File: src/rtl/rectangle128_ctrl.sv
// Top-level sequencer for the RECTANGLE128 core.
// Latches a 128-bit key, runs the sub-key generator for one schedule pass, then
// serves blocks: it reads the 26 sub-keys from sub-key memory and drives the round
// datapath through NROUNDS rounds plus a final key addition.
//
// Ports:
//   Clk, RstN        clock, asynchronous active-low reset
//   key_load/key_in  key request and value; key_in_ready is the accept strobe
//   key_ready        sub-key memory holds a complete schedule
//   kg_*             sub-key generator restart, enable and latched key halves
//   in_valid/ready   plaintext handshake
//   out_valid/ready  ciphertext handshake
//   mem_re/raddr     sub-key memory read port (1-cycle latency)
//   dp_*             datapath strobes and round index
//   busy             sequencer is neither idle nor waiting for a block
module rectangle128_ctrl #(
    parameter int unsigned NROUNDS   = 25,
    parameter int unsigned KG_CYCLES = 27,
    parameter int unsigned AW        = 5
) (
    input  logic          Clk,
    input  logic          RstN,
    input  logic          key_load,
    input  logic [127:0]  key_in,
    output logic          key_in_ready,
    output logic          key_ready,
    output logic          kg_rst_n,
    output logic          kg_enable,
    output logic [63:0]   kg_key0,
    output logic [63:0]   kg_key1,
    input  logic          in_valid,
    output logic          in_ready,
    output logic          out_valid,
    input  logic          out_ready,
    output logic          mem_re,
    output logic [AW-1:0] mem_raddr,
    output logic          dp_load,
    output logic          dp_round_en,
    output logic [AW-1:0] dp_round_idx,
    output logic          dp_final,
    output logic          busy
);

    localparam logic [AW-1:0] KgLast    = AW'(KG_CYCLES - 1);
    localparam logic [AW-1:0] RoundLast = AW'(NROUNDS);

    typedef enum logic [2:0] {
        StIdle,
        StKclr,
        StKgen,
        StReady,
        StRun,
        StHold
    } state_e;

    state_e        state_q, state_d;
    logic [AW-1:0] kg_cnt_q, kg_cnt_d;
    logic [AW-1:0] round_q, round_d;
    logic [63:0]   key0_q, key1_q;
    logic          key_accept;

    // Gated with RstN so every output reads 0 while reset is held.
    assign key_in_ready = RstN && ((state_q == StIdle) || (state_q == StReady));
    assign key_accept   = key_load && key_in_ready;
    // A key request in the same READY cycle takes priority over a block.
    assign in_ready     = (state_q == StReady) && !key_load;
    assign busy         = (state_q != StIdle) && (state_q != StReady);
    assign kg_rst_n     = RstN && (state_q != StKclr);
    assign kg_key0      = key0_q;
    assign kg_key1      = key1_q;

    always_comb begin
        state_d      = state_q;
        kg_cnt_d     = kg_cnt_q;
        round_d      = round_q;
        key_ready    = 1'b0;
        kg_enable    = 1'b0;
        out_valid    = 1'b0;
        mem_re       = 1'b0;
        mem_raddr    = '0;
        dp_load      = 1'b0;
        dp_round_en  = 1'b0;
        dp_round_idx = '0;
        dp_final     = 1'b0;

        case (state_q)
            StIdle: begin
                if (key_accept) state_d = StKclr;
            end
            StKclr: begin
                kg_cnt_d = '0;
                state_d  = StKgen;
            end
            StKgen: begin
                kg_enable = 1'b1;
                if (kg_cnt_q == KgLast) begin
                    kg_cnt_d = '0;
                    state_d  = StReady;
                end else begin
                    kg_cnt_d = kg_cnt_q + AW'(1);
                end
            end
            StReady: begin
                key_ready = 1'b1;
                if (key_accept) begin
                    state_d = StKclr;
                end else if (in_valid && in_ready) begin
                    // Address sub-key 0 now so it is on the bus for round 0.
                    dp_load = 1'b1;
                    mem_re  = 1'b1;
                    round_d = '0;
                    state_d = StRun;
                end
            end
            StRun: begin
                key_ready = 1'b1;
                if (round_q == RoundLast) begin
                    dp_final     = 1'b1;
                    dp_round_idx = RoundLast;
                    state_d      = StHold;
                end else begin
                    dp_round_en  = 1'b1;
                    dp_round_idx = round_q;
                    mem_re       = 1'b1;
                    mem_raddr    = round_q + AW'(1);
                    round_d      = round_q + AW'(1);
                end
            end
            StHold: begin
                key_ready = 1'b1;
                out_valid = 1'b1;
                if (out_ready) state_d = StReady;
            end
            default: state_d = StIdle;
        endcase
    end

    always_ff @(posedge Clk or negedge RstN) begin
        if (!RstN) begin
            state_q  <= StIdle;
            kg_cnt_q <= '0;
            round_q  <= '0;
            key0_q   <= '0;
            key1_q   <= '0;
        end else begin
            state_q  <= state_d;
            kg_cnt_q <= kg_cnt_d;
            round_q  <= round_d;
            if (key_accept) begin
                key0_q <= key_in[63:0];
                key1_q <= key_in[127:64];
            end
        end
    end

endmodule

File: config.mk
export PLATFORM = sky130hd
export DESIGN_NAME = rectangle128_ctrl
export DESIGN_NICKNAME = d
export VERILOG_FILES = /design/src/rtl/rectangle128_ctrl.sv
export SDC_FILE = /design/constraint.sdc
export NUM_CORES = 1
export LEC_CHECK = 0
export ABC_AREA = 1
export BUFFER_PORTS_ARGS = -buffer_cell sky130_fd_sc_hd__buf_2
export CORE_ASPECT_RATIO = 1.5
export CORE_MARGIN = 8
export CORE_UTILIZATION = 41
export DETAILED_ROUTE_END_ITERATION = 10
export GPL_TIMING_DRIVEN = 0
export PLACE_DENSITY = 0.71
export SLEW_MARGIN = 10
export SYNTH_ARGS = -nofsm -noshare
export SYNTH_HDL_FRONTEND = slang
export SYNTH_SLANG_ARGS = --single-unit
File: constraint.sdc
create_clock -name Clk -period 3.7 [get_ports Clk]
set_clock_uncertainty 0.15 [all_clocks]
set_input_delay 1.11 -clock Clk [delete_from_list [all_inputs] [get_ports Clk]]
set_output_delay 1.11 -clock Clk [all_outputs]
set_load 0.01 [all_outputs]
-- Yosys cells after proc, flatten, opt, wreduce, memory -nomap -nowiden
Index checks and enable logic that the tools add are counted.
- word-level logic and storage cells: 67
- bits in registers: 141
- input bits: 133
- output and inout bits: 149
- add/subtract/negate cells: 2
- eq/ne operators: 17
- reduce and logical (&&, ||, !) cells: 15
- muxes and demuxes: 28
- operators by type and width (cell ; number):
    5-bit two-way mux ; 8
    5-bit case mux with 2 select lines ; 2
    3-bit two-way mux ; 6
    3-bit case mux with 6 select lines ; 1
    2-bit inequality test, second input constant ; 6
    5-bit by 1-bit adder with 5-bit output, second input constant ; 2
    5-bit equality test, second input constant ; 2
    1-bit two-way mux ; 10
    3-bit by 2-bit equality test with 1-bit output, second input constant ; 2
    3-bit equality test, second input constant ; 2
    1-bit logical AND ; 6
    3-bit by 2-bit inequality test with 1-bit output, second input constant ; 2
    5-bit AND reduction ; 1
    4-bit AND reduction ; 1
    2-bit nonzero test ; 2
    3-bit by 1-bit equality test with 1-bit output, second input constant ; 1
    3-bit zero test ; 1
    3-bit by 1-bit inequality test with 1-bit output, second input constant ; 1
    3-bit nonzero test ; 1
    3-bit OR reduction ; 1
    2-bit by 1-bit inequality test with 1-bit output, second input constant ; 1
    1-bit case mux with 2 select lines ; 1
    1-bit zero test ; 1
    1-bit logical OR ; 1

-- Logic depth before layout (Yosys ltp)
Gate-level depths: netlist of the first run.
- depth in word-level cells: 6
- depth in mapped cells: 11
- mapped depth without buffers: 11

-- Worst setup path before layout of the first run
OpenSTA, ideal clock, no wires.
- kind: input to output
- start: input key_load
- end: output mem_re
- arrival time: 1.587 ns
- stages on the path: 3
- required time: 2.440 ns
- path slack: 0.853 ns
- buffers on the path: 0
- cell sequence: nor2_1 nand2_1 nand2_1
- cells in the longest elaborated chain, start to end: 6
- elaborated cells between the ends (all ways): 7
- classes of those cells: 3 x mux; 4 x reduce/logical
- RTL lines (item ; RTL line ; text):
    from (decl) ; 23 ; input logic key_load,
    1-bit zero test ; 66 ; assign in_ready = (state_q == StReady) && !key_load;
    1-bit logical AND ; 66 ;
    1-bit logical AND ; 107 ; end else if (in_valid && in_ready) begin
    1-bit two-way mux ; 107 ;
    1-bit two-way mux (*) ; 105 ; if (key_accept) begin
    1-bit case mux with 2 select lines (*) ; 86 ; case (state_q)
    to (decl) ; 35 ; output logic mem_re,
Every way passes the cells marked *; elsewhere a longest branch is shown, timed or not.

-- Worst setup path after layout of the first run
- start: input RstN
- end: output key_in_ready
- cells in the longest elaborated chain, start to end: 1
- RTL lines (item ; RTL line ; text):
    from (decl) ; 22 ; input logic RstN,
    1-bit logical AND ; 63 ; assign key_in_ready = RstN && ((state_q == StIdle) || (state_q == StReady));
    to (decl) ; 25 ; output logic key_in_ready,
No other way between the ends.

==> impl_metrics.yaml, run 1 <==
clock_network:
  clock_sinks: 141
  clkLatencyLatePin_ns: 0.41
  cts_tree: "built"
  cts_buffers: 17
  cts_root_buffer: "clkbuf_16"
  clkTransAtPathRegs_ns: 0.06
  cts_hold_buf: 0
  htree_levels: 4
  post_cts_buffers: 0
  cts.path.max_buffers: 2
  cts_resized: 0
synth:
  synth.area.top_cells: "dfrtp_1 (55%), o21ai_2 (13%), nand2_1 (9.4%)"
  synth-seq-cells: 141
  syn_inst: 676
  syn_avg_cell_area_um2: 9.41
  synth.most_common_cell: "nand2_1"
  synth_top_area_share_pct: 55.5
  synth.largest_area_cell: "dfrtp_1"
  synth_commonest_cells: "nand2_1 (159), inv_1 (154), dfrtp_1 (141)"
  syn_area_um2: 6360
  yosysUniqueCellTypes: 24
  syn_nets: 813
  synth_edf_count: 0
  yosys_warnings: 0
  synth_ff_type: "dfrtp_1"
  yosysSeqAreaShare_pct: 55.5
  postSynth.asyncResetShare_pct: 100
routing:
  drt_pass1_iterations: 5
  vias: 5239
  drtIter0Drc: 223
  drcViolationCount: 0
  ant_nets: 0
  wl_um: 17500
  via_per_inst: 4.39
  wl_per_cell_um: 14.6
cells_and_area:
  area_growth_pct: 36.7
  stdcell_count: 1193
  antenna_cells: 0
  drive_gt1_share_pct: 44.4
  nets: 1114
  post-route-util_pct: 56.4
floorplanning:
  core_region_area_um2: 15400
  io-pin-count: 282
  die_y_um: 169
  placementRows: 56
  die_w_um: 118
  die-area_um2: 19800
  initial_core_util_pct: 41.3
setup_path:
  crit_chain: "buf_8 > buf_16 > inv_1 > nor2_1 > buf_2"
  cp_slowest_cell: "buf_8"
  crit_required_ns: 2.44
  crit_type: "in -> out"
  reg2reg_depth: 11
  end_kind: "output port"
  startpoint_type: "input port"
  cpPeakStageDelay_ns: 0.38
  critPathMaxFanout: 78
  arrival_ns: 2.21
run_status:
  status: "completed"
min_path:
  worstHoldPathType: "reg -> reg"
  hold_depth: 2
global_route:
  grtUsageTotal_pct: 17.7
  grt_max_degree: 79
  grt_pass1_vias: 5502
  gr-total-overflow: 0
  grt_pass1_wl_um: 28000
  antenna_found_initial: 2
timing:
  fin_crit_sh_pct: 93.8
  rsz0062_at_grt: "no"
  setup_tns_ns: 0
  setup_violations: 0
  finalHoldViolCount: 0
  timing.slew.headroom_pct: 64.4
  fmax_mhz: 288
  tightest_slew_ns: 0.535
  slew_viol_final: 0
  period_minus_slack_ns: 3.47
power:
  peakVddDrop_uv: 436
  power.density_nw_per_um2: 832
  leakagePower_nw: 5.14
place:
  hpwlAfterDp_um: 13600
  io_buffers: 281
  gp_congestion: 0.807
  dp.cells: 1161
run:
  drv_cap: 0
## path summary, 6_finish.rpt
check	start	end	slack, ns
worst min-delay path	kg_key1[37]	kg_key1[37]	0.32
min in group asynchronous	RstN	kg_key0[6]	0.48
worst max-delay path	RstN	key_in_ready	0.23
worst min register to register	kg_key1[37]	kg_key1[37]	0.32
max in group asynchronous	RstN	kg_key1[10]	2.15
worst max register to register	round_q[1]	state_q[1]	1.94
## state kept, by name (all words and copies together) (netlist names)
signal / count
kg_cnt_q: 5
round_q: 5
state_q: 3
kg_key0: 64
kg_key1: 64
## layer usage
metal | share of wire [%] | wire (um) | global-route usage, %
met1 | 37 | 6480 | 18.2
met5 | 0.17 | 29 | 0
met4 | 2.5 | 433 | 7.61
met3 | 6.1 | 1070 | 5.90
met2 | 54 | 9460 | 32.0
## through the flow
stage	cell area (um^2)	total power (W)	hold slack [ns]	setup WS [ns]
finish	8700	0.00724	0.324	0.229
floorplan	6360	0.00428	0.353	0.853
global placement	8020	0.00540	0.310	-1.61
detailed placement	8060	0.00548	0.313	0.124
global route	8700	0.00775	0.337	0.00421
CTS	8700	0.00735	0.326	0.119
## area by class of cell
| cell class | count | area [um^2] |
|---|---|---|
| Inverter | 155 | 582 |
| Clock inverter | 13 | 186 |
| Timing Repair Buffer | 282 | 1440 |
| Sequential cell | 141 | 3530 |
| Buffer | 30 | 303 |
| Tap cell | 203 | 254 |
| Clock buffer | 19 | 453 |
| Fill cell | 1407 | 6720 |
| Multi-Input combinational cell | 350 | 1950 |
## placed cells by master, fill, tap and decap left out
master	n
nand2_1	159
clkbuf_1	2
nand2_4	1
nand3_1	13
buf_2	282
ha_1	4
o21bai_1	1
o21ai_1	20
clkinv_2	3
nor2_2	2
xnor2_1	2
o22ai_1	4
buf_8	1
clkinv_4	2
a21oi_1	2
clkbuf_16	17
inv_6	3
o21ai_2	91
buf_6	24
clkbuf_8	2
bufinv_16	4
nand2_2	2
buf_4	2
nand4_1	4
nor2_1	20
xor2_1	1
o21ai_0	23
dfrtp_1	141
inv_2	1
clkinvlp_4	1
inv_1	154
nand3_4	1
buf_16	1
## critical path: cells and delay by family
family	cells	cell delay, ns
and+or+nand+nor	1	0.10
buffers and inverters	4	0.95
## cell families after synthesis
group,synth area share (%)
XOR/XNOR,0.413
AO/OA/AOI/OAI,16.6
buffers and inverters,13.9
adder cells (fa/ha/maj),0.787
AND/OR/NAND/NOR,12.8
flip-flops,55.5
## power breakdown
| part | internal, W | switching (W) | total [W] |
|---|---|---|---|
| Clock | 0.00117 | 0.000669 | 0.00184 |
| Sequential | 0.00223 | 0.000348 | 0.00258 |
| Combinational | 0.00117 | 0.00165 | 0.00282 |
(Power assumes the default switching activity.)
==> run 2, diff against run 1 <==
==> constraint.sdc (replaced) <==
create_clock -name Clk -period 3.7 [get_ports Clk]
set_clock_uncertainty 0.15 [all_clocks]
set_input_delay 1.11 -clock Clk [delete_from_list [all_inputs] [get_ports Clk]]
set_output_delay 1.11 -clock Clk [all_outputs]
set_load 0.02 [all_outputs]
==> run 2 against run 1 <==
  * Flip-flop and latch count stayed put
  * Clock-buffer cell count stayed put
  * Non-clock buffer count stayed put
  * Design area hardly changed
  * Largest power group unchanged
==> impl_metrics.yaml, run 2 (synthesis results as in run 1) <==
setup_path:
  crit_chain: "buf_12 > buf_16 > inv_1 > nor2_1 > buf_2"
  crit_start: "RstN"
  critPathMaxFanout: 78
  crit_required_ns: 2.44
  end_kind: "output port"
  worstReg2RegStart: "round_q[1]"
  cpPeakStageDelay_ns: 0.35
  startpoint_type: "input port"
  arrival_ns: 2.12
  cp_slowest_cell: "buf_16"
  crit_type: "in -> out"
cells_and_area:
  stdcell_count: 1193
  antenna_cells: 0
  seq_area_um2: 3530
  area_growth_pct: 36.8
  post-route-util_pct: 56.5
  final_cell_mix: "buf_2 (282), nand2_1 (159), inv_1 (154), dfrtp_1 (141), o21ai_2 (91)"
  nets: 1114
  drive_gt1_share_pct: 44.4
  final_common_cell: "buf_2"
  multi_input_comb_area_um2: 1950
  fill_cells: 1405
power:
  leakagePower_nw: 5.14
  peakVddDrop_uv: 449
  power.density_nw_per_um2: 892
global_route:
  grt_max_degree: 79
  grt_pass1_wl_um: 28000
  antenna_found_initial: 2
  grt_pass1_vias: 5502
  grtUsageTotal_pct: 17.7
  gr-total-overflow: 0
timing:
  hold_ws_ns: 0.323
  finalHoldViolCount: 0
  fin_crit_sh_pct: 91.5
  fmax_mhz: 295
  tightest_slew_ns: 0.459
  period_minus_slack_ns: 3.38
  rsz0062_at_grt: "no"
  setup_violations: 0
  finalWorstSetupSlack_ns: 0.316
  slew_viol_final: 0
  timing.slew.headroom_pct: 69.4
place:
  hpwlAfterDp_um: 13600
  io_buffers: 281
  gp_congestion: 0.807
  dp.cells: 1161
  post-place-ws_ns: 0.0904
routing:
  wl_per_cell_um: 14.6
  wl_um: 17500
  drt_pass1_iterations: 5
  ant_nets: 0
  drtIter0Drc: 224
  via_per_inst: 4.40
  vias: 5250
  drcViolationCount: 0
clock_network:
  clkTransAtPathRegs_ns: 0.06
  cts.path.max_buffers: 2
  clkLatencyLatePin_ns: 0.41
  cts_tree: "built"
  clock_sinks: 141
  htree_levels: 4
  cts_root_buffer: "clkbuf_16"
  post_cts_buffers: 0
  cts_buffers: 17
floorplanning:
  io-pin-count: 282
  placementRows: 56
  die-area_um2: 19800
  die_w_um: 118
  core_region_area_um2: 15400
  die_y_um: 169
  initial_core_util_pct: 41.3
min_path:
  worstHoldPathType: "reg -> reg"
  worstHoldStart: "kg_key1[37]"
run_status:
  status: "completed"
run:
  drv_cap: 0
==> run 2: critical path: cells and delay by family <==
kind,cells,cell delay (ns)
simple gates,1,0.10
buf+inv,4,0.86
==> run 2: worst paths after layout <==
kind                                end  slack [ns]  depth (start not counted)
max                        key_in_ready        0.32                          5
min                         kg_key1[37]        0.32                          2
max reg2reg                  state_q[1]        1.94                         11
min reg2reg                 kg_key1[37]        0.32                          2
max in group asynchronous   kg_key1[10]        2.27                          2
min in group asynchronous    kg_key0[6]        0.42                          1
==> run 2: layout make-up <==
type,instances,area share (%)
timing repair buffer,282,16.6
inverter,155,6.69
buffer,30,3.48
clock buffer,19,5.20
sequential,141,40.5
tap,203,2.92
multi-input combinational,350,22.4
clock inverter,13,2.14
==> run 2: power breakdown <==
part	total, W	internal, W	switching, W
logic	0.00335	0.00118	0.00217
registers	0.00258	0.00223	0.000348
clock network	0.00184	0.00117	0.000669
total	0.00776	0.00457	0.00319
==> run 2: metal layers <==
| layer | share of wire (%) | vias to the layer above | global-route usage, % |
|---|---|---|---|
| met4 | 2.4 | 4 | 7.61 |
| met1 | 37 | 2403 | 18.2 |
| met2 | 55 | 162 | 32.0 |
| met5 | 0.17 | - | 0 |
| li1 | - | 2652 | - |
| met3 | 5.8 | 29 | 5.90 |
==> run 2: repair_timing <==
| item | in CTS | in global routing |
|---|---|---|
| endpoints found under the setup margin | 0 | 2 |
| hold buffers | 0 | 0 |
| resized for setup | 0 | 1 |
==> run 2: stage by stage <==
stage | area, um^2 | TNS, ns | total power, W
finish | 8700 | 0 | 0.00776
global route | 8700 | 0 | 0.00828
CTS | 8700 | 0 | 0.00787
detailed placement | 8060 | 0 | 0.00601
global placement | 8020 | -266.32 | 0.00592
floorplan | 6360 | 0 | 0.00480
